==> src/rtl/bound_flasher_n.sv <==
// bound_flasher_n: N-lamp thermometer bar sweeping through six up/down phases with two flick kickbacks.
// Defining BOUND_FLASHER_PAUSE_EN adds a pause input that freezes the sweep.
module bound_flasher_n #(
    parameter int N   = 16,
    parameter int B1  = 5,
    parameter int B2  = 10,
    parameter int DIV = 1
) (
    input  logic         clk,
    input  logic         rst,
    input  logic         flick,
`ifdef BOUND_FLASHER_PAUSE_EN
    input  logic         pause,
`endif
    output logic [N-1:0] led,
    output logic         busy
);
    localparam int LW = $clog2(N + 1);
    localparam int CW = DIV > 1 ? $clog2(DIV) : 1;
    typedef enum logic [2:0] {IDLE, UP1, DN1, UP2, DN2, UP3, DN3} state_t;
    state_t state, state_nx;
    logic [LW-1:0] lvl, lvl_nx;
    logic [CW-1:0] cnt, cnt_nx;
    logic [N-1:0] led_nx;
    logic tick, hold, up;
`ifdef BOUND_FLASHER_PAUSE_EN
    assign hold = pause;
`else
    assign hold = 1'b0;
`endif
    assign tick = cnt == CW'(DIV - 1);
    assign up = state == UP1 || state == UP2 || state == UP3;
    always_comb begin
        state_nx = state;
        lvl_nx = lvl;
        cnt_nx = cnt;
        if (!hold && state == IDLE) begin
            cnt_nx = '0;
            lvl_nx = '0;
            state_nx = flick ? UP1 : IDLE;
        end else if (!hold) begin
            cnt_nx = tick ? '0 : cnt + CW'(1);
            if (tick) begin
                lvl_nx = up ? lvl + LW'(1) : lvl - LW'(1);
                // Targets win; kickbacks only fire on their exact level with flick high.
                case (state)
                    UP1: state_nx = lvl_nx == LW'(B1 + 1) ? DN1 : UP1;
                    DN1: state_nx = lvl_nx == '0 ? UP2 : DN1;
                    UP2: state_nx = lvl_nx == LW'(B2 + 1) ? DN2 :
                                    (lvl_nx == LW'(B1 + 1) && flick) ? DN1 : UP2;
                    DN2: state_nx = lvl_nx == LW'(B1) ? UP3 : DN2;
                    UP3: state_nx = lvl_nx == LW'(N) ? DN3 :
                                    (lvl_nx == LW'(B2 + 1) && flick) ? DN2 : UP3;
                    DN3: state_nx = lvl_nx == '0 ? IDLE : DN3;
                    default: state_nx = IDLE;
                endcase
            end
        end
    end
    always_comb begin
        led_nx = '0;
        for (int k = 0; k < N; k++) led_nx[k] = k < int'(lvl_nx);
    end
    always_ff @(posedge clk) begin
        if (rst) begin
            state <= IDLE;
            lvl <= '0;
            cnt <= '0;
            led <= '0;
            busy <= 1'b0;
        end else begin
            state <= state_nx;
            lvl <= lvl_nx;
            cnt <= cnt_nx;
            led <= led_nx;
            busy <= state_nx != IDLE;
        end
    end
endmodule

==> config.mk <==
export PLATFORM = sky130hd
export DESIGN_NAME = bound_flasher_n
export DESIGN_NICKNAME = d
export VERILOG_FILES = /design/src/rtl/bound_flasher_n.sv
export SDC_FILE = /design/constraint.sdc
export NUM_CORES = 1
export LEC_CHECK = 0
export ABC_AREA = 1
export CORE_AREA = 5 5 60 83
export CTS_CLUSTER_DIAMETER = 120
export DETAILED_ROUTE_END_ITERATION = 7
export DIE_AREA = 0 0 65 88
export MAX_ROUTING_LAYER = met4
export SYNTH_ARGS = -nofsm -noshare
export SYNTH_HDL_FRONTEND = slang
export SYNTH_SLANG_ARGS = --single-unit
==> constraint.sdc <==
create_clock -name clk -period 3.2 [get_ports clk]
set_clock_uncertainty 0.1 [all_clocks]
set_input_delay 0.64 -clock clk [delete_from_list [all_inputs] [get_ports clk]]
set_output_delay 0.64 -clock clk [all_outputs]
set_load 0.02 [all_outputs]
==> flow_results.xml, run 1 <==
<?xml version="1.0" encoding="UTF-8"?>
<metrics>
  <group name="layout">
    <metric name="stdcell_count" unit="">254</metric>
    <metric name="post_route_cells_drive_above_1_share" unit="%">15.8</metric>
    <metric name="mostFrequentLayoutCells" unit="">35 x sky130_fd_sc_hd__nand2_1, 26 x sky130_fd_sc_hd__inv_1, 25 x sky130_fd_sc_hd__dfxtp_1, 20 x sky130_fd_sc_hd__nor2_1, 19 x sky130_fd_sc_hd__clkdlybuf4s50_1</metric>
    <metric name="layout_commonest_cell" unit="">sky130_fd_sc_hd__nand2_1</metric>
    <metric name="finalCoreUtilization" unit="%">39.6</metric>
    <metric name="post-route-cell-area" unit="mm²">0.00165</metric>
    <metric name="nets" unit="">217</metric>
    <metric name="layout.filler_cells" unit="">428</metric>
    <metric name="synthToLayoutAreaGrowth" unit="%">19.3</metric>
    <metric name="insertedDiodeCount" unit="">0</metric>
  </group>
  <group name="timing">
    <metric name="timing.setup.tns" unit="ns">0</metric>
    <metric name="report.final.hold_viol_count" unit="">0</metric>
    <metric name="fmax" unit="GHz">0.393</metric>
    <metric name="timing.final.crit_period" unit="ns">2.55</metric>
    <metric name="rsz0062_at_grt" unit="">false</metric>
    <metric name="final-max-slew-violation-count" unit="">0</metric>
    <metric name="min_period_over_period" unit="%">79.6</metric>
    <metric name="finalSetupViolations" unit="">0</metric>
  </group>
  <group name="route">
    <metric name="avgViaCountPerCell" unit="">4.65</metric>
    <metric name="ant_nets" unit="">0</metric>
    <metric name="routed-via-count" unit="">1180</metric>
    <metric name="dr.pass1.iters" unit="">4</metric>
    <metric name="drt-wirelength-per-cell" unit="µm">11.8</metric>
    <metric name="remaining_drc_errors" unit="">0</metric>
    <metric name="detailedRoute.firstIterationViolations" unit="">19</metric>
    <metric name="routed_wirelength" unit="mm">3.00</metric>
  </group>
  <group name="critical_path">
    <metric name="critical_path.endpoint_type" unit="">flop</metric>
    <metric name="critical-path-slowest-cell" unit="">sky130_fd_sc_hd__dfxtp_1</metric>
    <metric name="crit_path_start_kind" unit="">flop</metric>
    <metric name="critical_path_peak_fanout" unit="">7</metric>
    <metric name="setup_crit_start" unit="">state[1]</metric>
    <metric name="crit_path_end" unit="">busy</metric>
    <metric name="worstSetupPathType" unit="">reg -&gt; reg</metric>
    <metric name="reg2reg_depth" unit="">18</metric>
    <metric name="crit_path_max_incr_delay" unit="ns">0.46</metric>
    <metric name="worstReg2RegStart" unit="">state[1]</metric>
    <metric name="worstReg2RegEnd" unit="">busy</metric>
    <metric name="signal_arrival_time_at_the_worst_endpoint" unit="ns">2.61</metric>
    <metric name="timing.critical_path.cells" unit="">nand2_2 -&gt; nand2_4 -&gt; nand2_4 -&gt; nand2_2 -&gt; inv_2 -&gt; ha_1 -&gt; inv_1 -&gt; nand2_4 -&gt; xor2_2 -&gt; nand3_1 -&gt; nor2_1 -&gt; nor2_1 -&gt; nor2_1 -&gt; nand3_1 -&gt; nand2_1 -&gt; nand2_1 -&gt; nand2_1 -&gt; nand3_1</metric>
    <metric name="cp_data_required_time" unit="ns">3.26</metric>
    <metric name="crit_cells" unit="">18</metric>
    <metric name="timing.reg2reg.setup_slack" unit="ns">0.65</metric>
    <metric name="cp.buffers_inverters" unit="">2</metric>
    <metric name="worst_path_dominant_cell_family" unit="">simple AND/OR/NAND/NOR gates</metric>
  </group>
  <group name="global_route">
    <metric name="grtUsageTotal" unit="%">12.9</metric>
    <metric name="global_route.overflow_total" unit="">0</metric>
    <metric name="antenna_found_initial" unit="">0</metric>
    <metric name="global_route_wire_length_before_repair" unit="mm">5.65</metric>
    <metric name="maximum_number_of_pins_on_one_net_before_global_route_repair" unit="">14</metric>
    <metric name="first_global_vias" unit="">1249</metric>
  </group>
  <group name="floorplanning">
    <metric name="initial_utilization" unit="%">33.2</metric>
    <metric name="overall_die_height" unit="µm">88</metric>
    <metric name="design.die.area" unit="mm²">0.00572</metric>
    <metric name="floorplan.core_area" unit="mm²">0.00417</metric>
    <metric name="io-pin-count" unit="">20</metric>
    <metric name="rows" unit="">28</metric>
    <metric name="die_width" unit="µm">65</metric>
  </group>
  <group name="synth">
    <metric name="top_cells_by_area_in_the_synthesized_netlist" unit="">sky130_fd_sc_hd__dfxtp_1 36%, sky130_fd_sc_hd__nand2_1 9.5%, sky130_fd_sc_hd__inv_1 7.1%</metric>
    <metric name="synth_top_cell_by_area" unit="">sky130_fd_sc_hd__dfxtp_1</metric>
    <metric name="synthDominantCellAreaShare" unit="%">36.2</metric>
    <metric name="yosys_register_bits" unit="">25</metric>
    <metric name="yosysSeqAreaShare" unit="%">36.2</metric>
    <metric name="syn-cell-area" unit="mm²">0.00138</metric>
    <metric name="postSynthAreaPerCell" unit="µm²">7.32</metric>
    <metric name="synth_cells" unit="">189</metric>
    <metric name="synth_nets" unit="">196</metric>
    <metric name="yosysUniqueCellTypes" unit="">33</metric>
    <metric name="synth.yosys.warnings" unit="">0</metric>
  </group>
  <group name="hold_path">
    <metric name="min-delay-path-class" unit="">reg -&gt; reg</metric>
    <metric name="timing.hold.worst_path_depth" unit="">4</metric>
  </group>
  <group name="power">
    <metric name="cellLeakagePower" unit="nW">0.775</metric>
    <metric name="design_power_total" unit="mW">0.841</metric>
    <metric name="powerDensity" unit="mW/mm²">509</metric>
    <metric name="worst_vdd_ir" unit="µV">366</metric>
  </group>
  <group name="clock_network">
    <metric name="ctsHoldBuffers" unit="">0</metric>
    <metric name="ctsRootBufferMaster" unit="">sky130_fd_sc_hd__clkbuf_8</metric>
    <metric name="cts.path.max_buffers" unit="">2</metric>
    <metric name="insertion_delay" unit="ns">0.26</metric>
    <metric name="cts_tree" unit="">yes</metric>
    <metric name="post_cts.resized_instances" unit="">0</metric>
    <metric name="postCtsSetupBuffers" unit="">0</metric>
    <metric name="path_clk_slew" unit="ns">0.08</metric>
    <metric name="cts-buffers-inserted" unit="">3</metric>
    <metric name="cts_sinks" unit="">25</metric>
    <metric name="htree_levels" unit="">1</metric>
  </group>
  <group name="place">
    <metric name="placedInstanceArea" unit="mm²">0.00161</metric>
    <metric name="gpl.final_weighted_congestion" unit="">0.867</metric>
    <metric name="numPlacedInstances" unit="">250</metric>
    <metric name="dp.final_hpwl" unit="mm">2.50</metric>
    <metric name="placement.io_buffers" unit="">19</metric>
  </group>
  <group name="run_status">
    <metric name="status" unit="">finished clean</metric>
  </group>
  <group name="run">
    <metric name="max_cap_violations" unit="">0</metric>
  </group>
</metrics>
==> where the power goes <==
group / leakage [nW] / internal [mW] / switching, mW
combinational: 0.546 / 0.112 / 0.182
sequential: 0.206 / 0.346 / 0.0196
clock: 0.0228 / 0.0890 / 0.0928
total: 0.775 / 0.547 / 0.294
==> metrics by stage <==
stage	setup slack (ns)	hold WS [ns]
6_report	0.653	0.566
5_1_grt	0.292	0.625
4_1_cts	0.644	0.564
3_5_place_dp	0.657	0.550
3_3_place_gp	0.702	0.553
2_1_floorplan	0.980	0.497
==> sequential cells by signal, summed over array words and instances, names as in the netlist <==
signal	cells
state	3
busy	1
cnt	1
led	16
lvl	4
==> cells in the mapped netlist, drive strengths merged <==
cell type   n
conb        1
nand3b      1
clkinv      1
o21ai       8
o21a        1
buf         4
o31ai       3
dfxtp      25
a31o        1
xor2        3
nand4       2
o22ai       1
o211ai      1
and2        1
ha          4
nor3        6
nand2      46
nand3      21
o21bai      1
nor2       24
inv        30
a21oi       4
==> area by class of cell <==
| cell class | count | area, µm² | area share (%) |
|---|---|---|---|
| multi-input cells | 129 | 736 | 44.5 |
| flip-flops and latches | 25 | 500 | 30.3 |
| repair buffers | 20 | 198 | 12.0 |
| inverters | 31 | 116 | 7.05 |
| well taps | 45 | 56.3 | 3.41 |
| clock buffers | 4 | 45.0 | 2.73 |
==> logic make-up (layout without fill, tap and decap cells) <==
| logic type | Yosys count | after routing | share of synthesized area (%) |
|---|---|---|---|
| simple gates | 101 | 101 | 37.1 |
| buf+inv | 35 | 55 | 10.7 |
| xor+xnor | 3 | 3 | 2.44 |
| compound gates | 20 | 20 | 9.76 |
| fa+ha+maj | 4 | 4 | 3.62 |
| other cells | 1 | 1 | 0.271 |
| flops | 25 | 25 | 36.2 |
==> worst reg2reg max path: stages, from the launching register on <==
cell and delay, ns:
sky130_fd_sc_hd__dfxtp_1 0.46, sky130_fd_sc_hd__nand2_2 0.14, sky130_fd_sc_hd__nand2_4 0.12, sky130_fd_sc_hd__nand2_4 0.07, sky130_fd_sc_hd__nand2_2 0.09, sky130_fd_sc_hd__inv_2 0.06
sky130_fd_sc_hd__ha_1 0.17, sky130_fd_sc_hd__inv_1 0.10, sky130_fd_sc_hd__nand2_4 0.07, sky130_fd_sc_hd__xor2_2 0.22, sky130_fd_sc_hd__nand3_1 0.14, sky130_fd_sc_hd__nor2_1 0.20
sky130_fd_sc_hd__nor2_1 0.06, sky130_fd_sc_hd__nor2_1 0.10, sky130_fd_sc_hd__nand3_1 0.08, sky130_fd_sc_hd__nand2_1 0.06, sky130_fd_sc_hd__nand2_1 0.05, sky130_fd_sc_hd__nand2_1 0.07
sky130_fd_sc_hd__nand3_1 0.07
==> how the worst min path moves through the flow <==
stage / start / endpoint / slack [ns]
floorplan: state[1] / state[1] / 0.50
global placement: state[1] / state[1] / 0.55
detailed placement: state[1] / state[1] / 0.55
CTS: state[1] / state[1] / 0.56
global route: state[1] / state[1] / 0.62
finish: state[1] / state[1] / 0.57
==> per-layer routing <==
metal	global-route usage, %	wire length [µm]	up-vias
li1	-	-	632
met1	13.1	1200	529
met2	24.5	1680	14
met3	1.28	59	5
met4	5.96	56	0
met5	-	0	-
Power figures use the tool's default switching activity.
==> run 2: changes to the inputs <==
==> constraint.sdc (replaced) <==
create_clock -name clk -period 2.25 [get_ports clk]
set_clock_uncertainty 0.1 [all_clocks]
set_input_delay 0.45 -clock clk [delete_from_list [all_inputs] [get_ports clk]]
set_output_delay 0.45 -clock clk [all_outputs]
set_load 0.02 [all_outputs]
==> run 2 against run 1 <==
Compared with the run above:
- worst hold slack gained 0.057 ns
- die area unchanged
- combinational power grew 99%
- design area up 22%
- non-clock buffer count up 27
- flip-flop and latch count is the same
- maximum frequency is 14% higher
- worst setup slack worse by 0.64 ns
- final cell count increased by 11%
- clock-buffer cell count stayed put
- via count is 11% higher
==> flow_results.xml, run 2 (synthesized netlist as in run 1, its figures left out) <==
<?xml version="1.0" encoding="UTF-8"?>
<metrics>
  <group name="layout">
    <metric name="mostFrequentLayoutCells" unit="">25 x sky130_fd_sc_hd__nand2_1, 24 x sky130_fd_sc_hd__inv_1, 24 x sky130_fd_sc_hd__buf_4, 21 x sky130_fd_sc_hd__dfxtp_1, 19 x sky130_fd_sc_hd__clkdlybuf4s50_1</metric>
    <metric name="largest_register_ff_count" unit="">16</metric>
    <metric name="post_route_cells_drive_above_1_share" unit="%">35.6</metric>
    <metric name="regMostFlops" unit="">led</metric>
    <metric name="nets" unit="">244</metric>
    <metric name="synthToLayoutAreaGrowth" unit="%">45.0</metric>
    <metric name="largest_registers" unit="">led x16, lvl x4, state x3</metric>
    <metric name="insertedDiodeCount" unit="">0</metric>
    <metric name="layout.filler_cells" unit="">407</metric>
    <metric name="layout_commonest_cell" unit="">sky130_fd_sc_hd__nand2_1</metric>
  </group>
  <group name="clock_network">
    <metric name="insertion_delay" unit="ns">0.27</metric>
    <metric name="htree_levels" unit="">1</metric>
    <metric name="path_clk_slew" unit="ns">0.08</metric>
    <metric name="cts_sinks" unit="">25</metric>
    <metric name="ctsRootBufferMaster" unit="">sky130_fd_sc_hd__clkbuf_8</metric>
    <metric name="cts.path.max_buffers" unit="">2</metric>
    <metric name="ctsHoldBuffers" unit="">0</metric>
    <metric name="cts-buffers-inserted" unit="">3</metric>
    <metric name="cts_tree" unit="">yes</metric>
  </group>
  <group name="route">
    <metric name="dr_top_layer" unit="">met4</metric>
    <metric name="drt-wirelength-per-cell" unit="µm">12.6</metric>
    <metric name="dr.pass1.iters" unit="">4</metric>
    <metric name="met1Wirelength" unit="mm">1.34</metric>
    <metric name="routed_wirelength" unit="mm">3.54</metric>
    <metric name="detailedRoute.firstIterationViolations" unit="">20</metric>
    <metric name="remaining_drc_errors" unit="">0</metric>
    <metric name="avgViaCountPerCell" unit="">4.66</metric>
    <metric name="ant_nets" unit="">0</metric>
    <metric name="dr_wl_met3" unit="µm">80</metric>
    <metric name="routed-via-count" unit="">1309</metric>
    <metric name="wl_met2" unit="mm">2.00</metric>
  </group>
  <group name="timing">
    <metric name="timing.final.crit_period" unit="ns">2.24</metric>
    <metric name="tightest_slew" unit="ns">0.656</metric>
    <metric name="fmax" unit="GHz">0.446</metric>
    <metric name="finalSetupViolations" unit="">0</metric>
    <metric name="final-max-slew-violation-count" unit="">0</metric>
    <metric name="max-slew-margin-rel" unit="%">55.8</metric>
    <metric name="rsz0062_at_grt" unit="">true</metric>
    <metric name="report.final.hold_viol_count" unit="">0</metric>
    <metric name="min_period_over_period" unit="%">99.6</metric>
    <metric name="hold_ws" unit="ns">0.622</metric>
  </group>
  <group name="floorplanning">
    <metric name="die_width" unit="µm">65</metric>
    <metric name="floorplan.core_area" unit="mm²">0.00417</metric>
    <metric name="rows" unit="">28</metric>
    <metric name="io-pin-count" unit="">20</metric>
    <metric name="initial_utilization" unit="%">33.2</metric>
    <metric name="design.die.area" unit="mm²">0.00572</metric>
    <metric name="overall_die_height" unit="µm">88</metric>
  </group>
  <group name="power">
    <metric name="design_power_total" unit="mW">1.36</metric>
    <metric name="cellLeakagePower" unit="nW">0.932</metric>
    <metric name="powerDensity" unit="mW/mm²">677</metric>
    <metric name="worst_vdd_ir" unit="µV">508</metric>
  </group>
  <group name="critical_path">
    <metric name="cp_data_required_time" unit="ns">2.31</metric>
    <metric name="worstSetupPathType" unit="">reg -&gt; reg</metric>
    <metric name="critical_path.endpoint_type" unit="">flop</metric>
    <metric name="signal_arrival_time_at_the_worst_endpoint" unit="ns">2.30</metric>
    <metric name="crit_path_start_kind" unit="">flop</metric>
    <metric name="critical_path_peak_fanout" unit="">4</metric>
  </group>
  <group name="global_route">
    <metric name="grtUsageTotal" unit="%">13.6</metric>
    <metric name="first_global_vias" unit="">1321</metric>
    <metric name="global_route_wire_length_before_repair" unit="mm">5.78</metric>
    <metric name="global_route.overflow_total" unit="">0</metric>
    <metric name="antenna_found_initial" unit="">0</metric>
    <metric name="maximum_number_of_pins_on_one_net_before_global_route_repair" unit="">14</metric>
  </group>
  <group name="run_status">
    <metric name="status" unit="">finished clean</metric>
  </group>
  <group name="hold_path">
    <metric name="min-delay-path-class" unit="">reg -&gt; reg</metric>
  </group>
  <group name="place">
    <metric name="gpl.final_weighted_congestion" unit="">0.850</metric>
    <metric name="dp.final_hpwl" unit="mm">2.79</metric>
    <metric name="placement.io_buffers" unit="">19</metric>
  </group>
  <group name="run">
    <metric name="max_cap_violations" unit="">0</metric>
  </group>
</metrics>
## run 2: stage by stage
stage	TNS (ns)	setup WS, ns	cells	instance area [µm²]	utilization, %
final	0	0.00904	281	2010	48.1
after detailed placement	-0.0841	-0.0638	267	1730	41.6
after global placement	-0.121	-0.0823	267	1730	41.6
after global routing	-1.34	-0.185	281	2010	48.1
after floorplan	0	0.0303	189	1380	-
after CTS	0	0.00966	271	1800	43.3
## run 2: metal layers
metal | global-route usage (%) | up-vias
li1 | - | 688
met1 | 12.6 | 589
met2 | 25.5 | 20
met3 | 2.05 | 12
met4 | 8.85 | 0
met5 | - | -
## run 2: final timing paths
kind	from	end	slack [ns]	depth (start not counted)
worst max-delay path	state[2]	busy	0.009	20
worst max register to register	state[2]	busy	0.009	20
worst min register to register	lvl[3]	lvl[3]	0.62	4
worst min-delay path	lvl[3]	lvl[3]	0.62	4
## run 2: area by class of cell
| class | instances | area (µm²) | share of cell area, % |
|---|---|---|---|
| inverters | 31 | 119 | 5.92 |
| repair buffers | 47 | 424 | 21.1 |
| well taps | 45 | 56.3 | 2.81 |
| multi-input cells | 129 | 857 | 42.7 |
| clock buffers | 4 | 45.0 | 2.24 |
| flip-flops and latches | 25 | 505 | 25.2 |
## run 2: worst max-delay path: stages, from the launching register on
cell and delay (ns):
sky130_fd_sc_hd__dfxtp_2 0.35, sky130_fd_sc_hd__nand2_4 0.07, sky130_fd_sc_hd__nand2_4 0.07, sky130_fd_sc_hd__nand2_4 0.05
sky130_fd_sc_hd__nand2_2 0.07, sky130_fd_sc_hd__inv_2 0.05, sky130_fd_sc_hd__ha_4 0.16, sky130_fd_sc_hd__inv_4 0.06
sky130_fd_sc_hd__nand2_4 0.06, sky130_fd_sc_hd__buf_12 0.12, sky130_fd_sc_hd__xor2_4 0.16, sky130_fd_sc_hd__nor2_2 0.13
sky130_fd_sc_hd__nand2_2 0.07, sky130_fd_sc_hd__nor2_4 0.15, sky130_fd_sc_hd__nor2_1 0.05, sky130_fd_sc_hd__nand2_1 0.05
sky130_fd_sc_hd__nand3_1 0.08, sky130_fd_sc_hd__nand2_1 0.06, sky130_fd_sc_hd__nand2_1 0.07, sky130_fd_sc_hd__nand2_2 0.07
sky130_fd_sc_hd__nand3_1 0.07
## run 2: what timing repair did
action / in CTS / in global routing
pin swaps: 1 / 27
setup buffers: 0 / 10
endpoints found under the setup margin: 2 / 16
resized for setup: 5 / 35
gates cloned: 0 / 0
endpoints found under the hold margin: 0 / 0
## run 2: where the power goes
group	switching (mW)	internal [mW]
registers	0.0226	0.493
logic	0.332	0.252
clock network	0.133	0.127
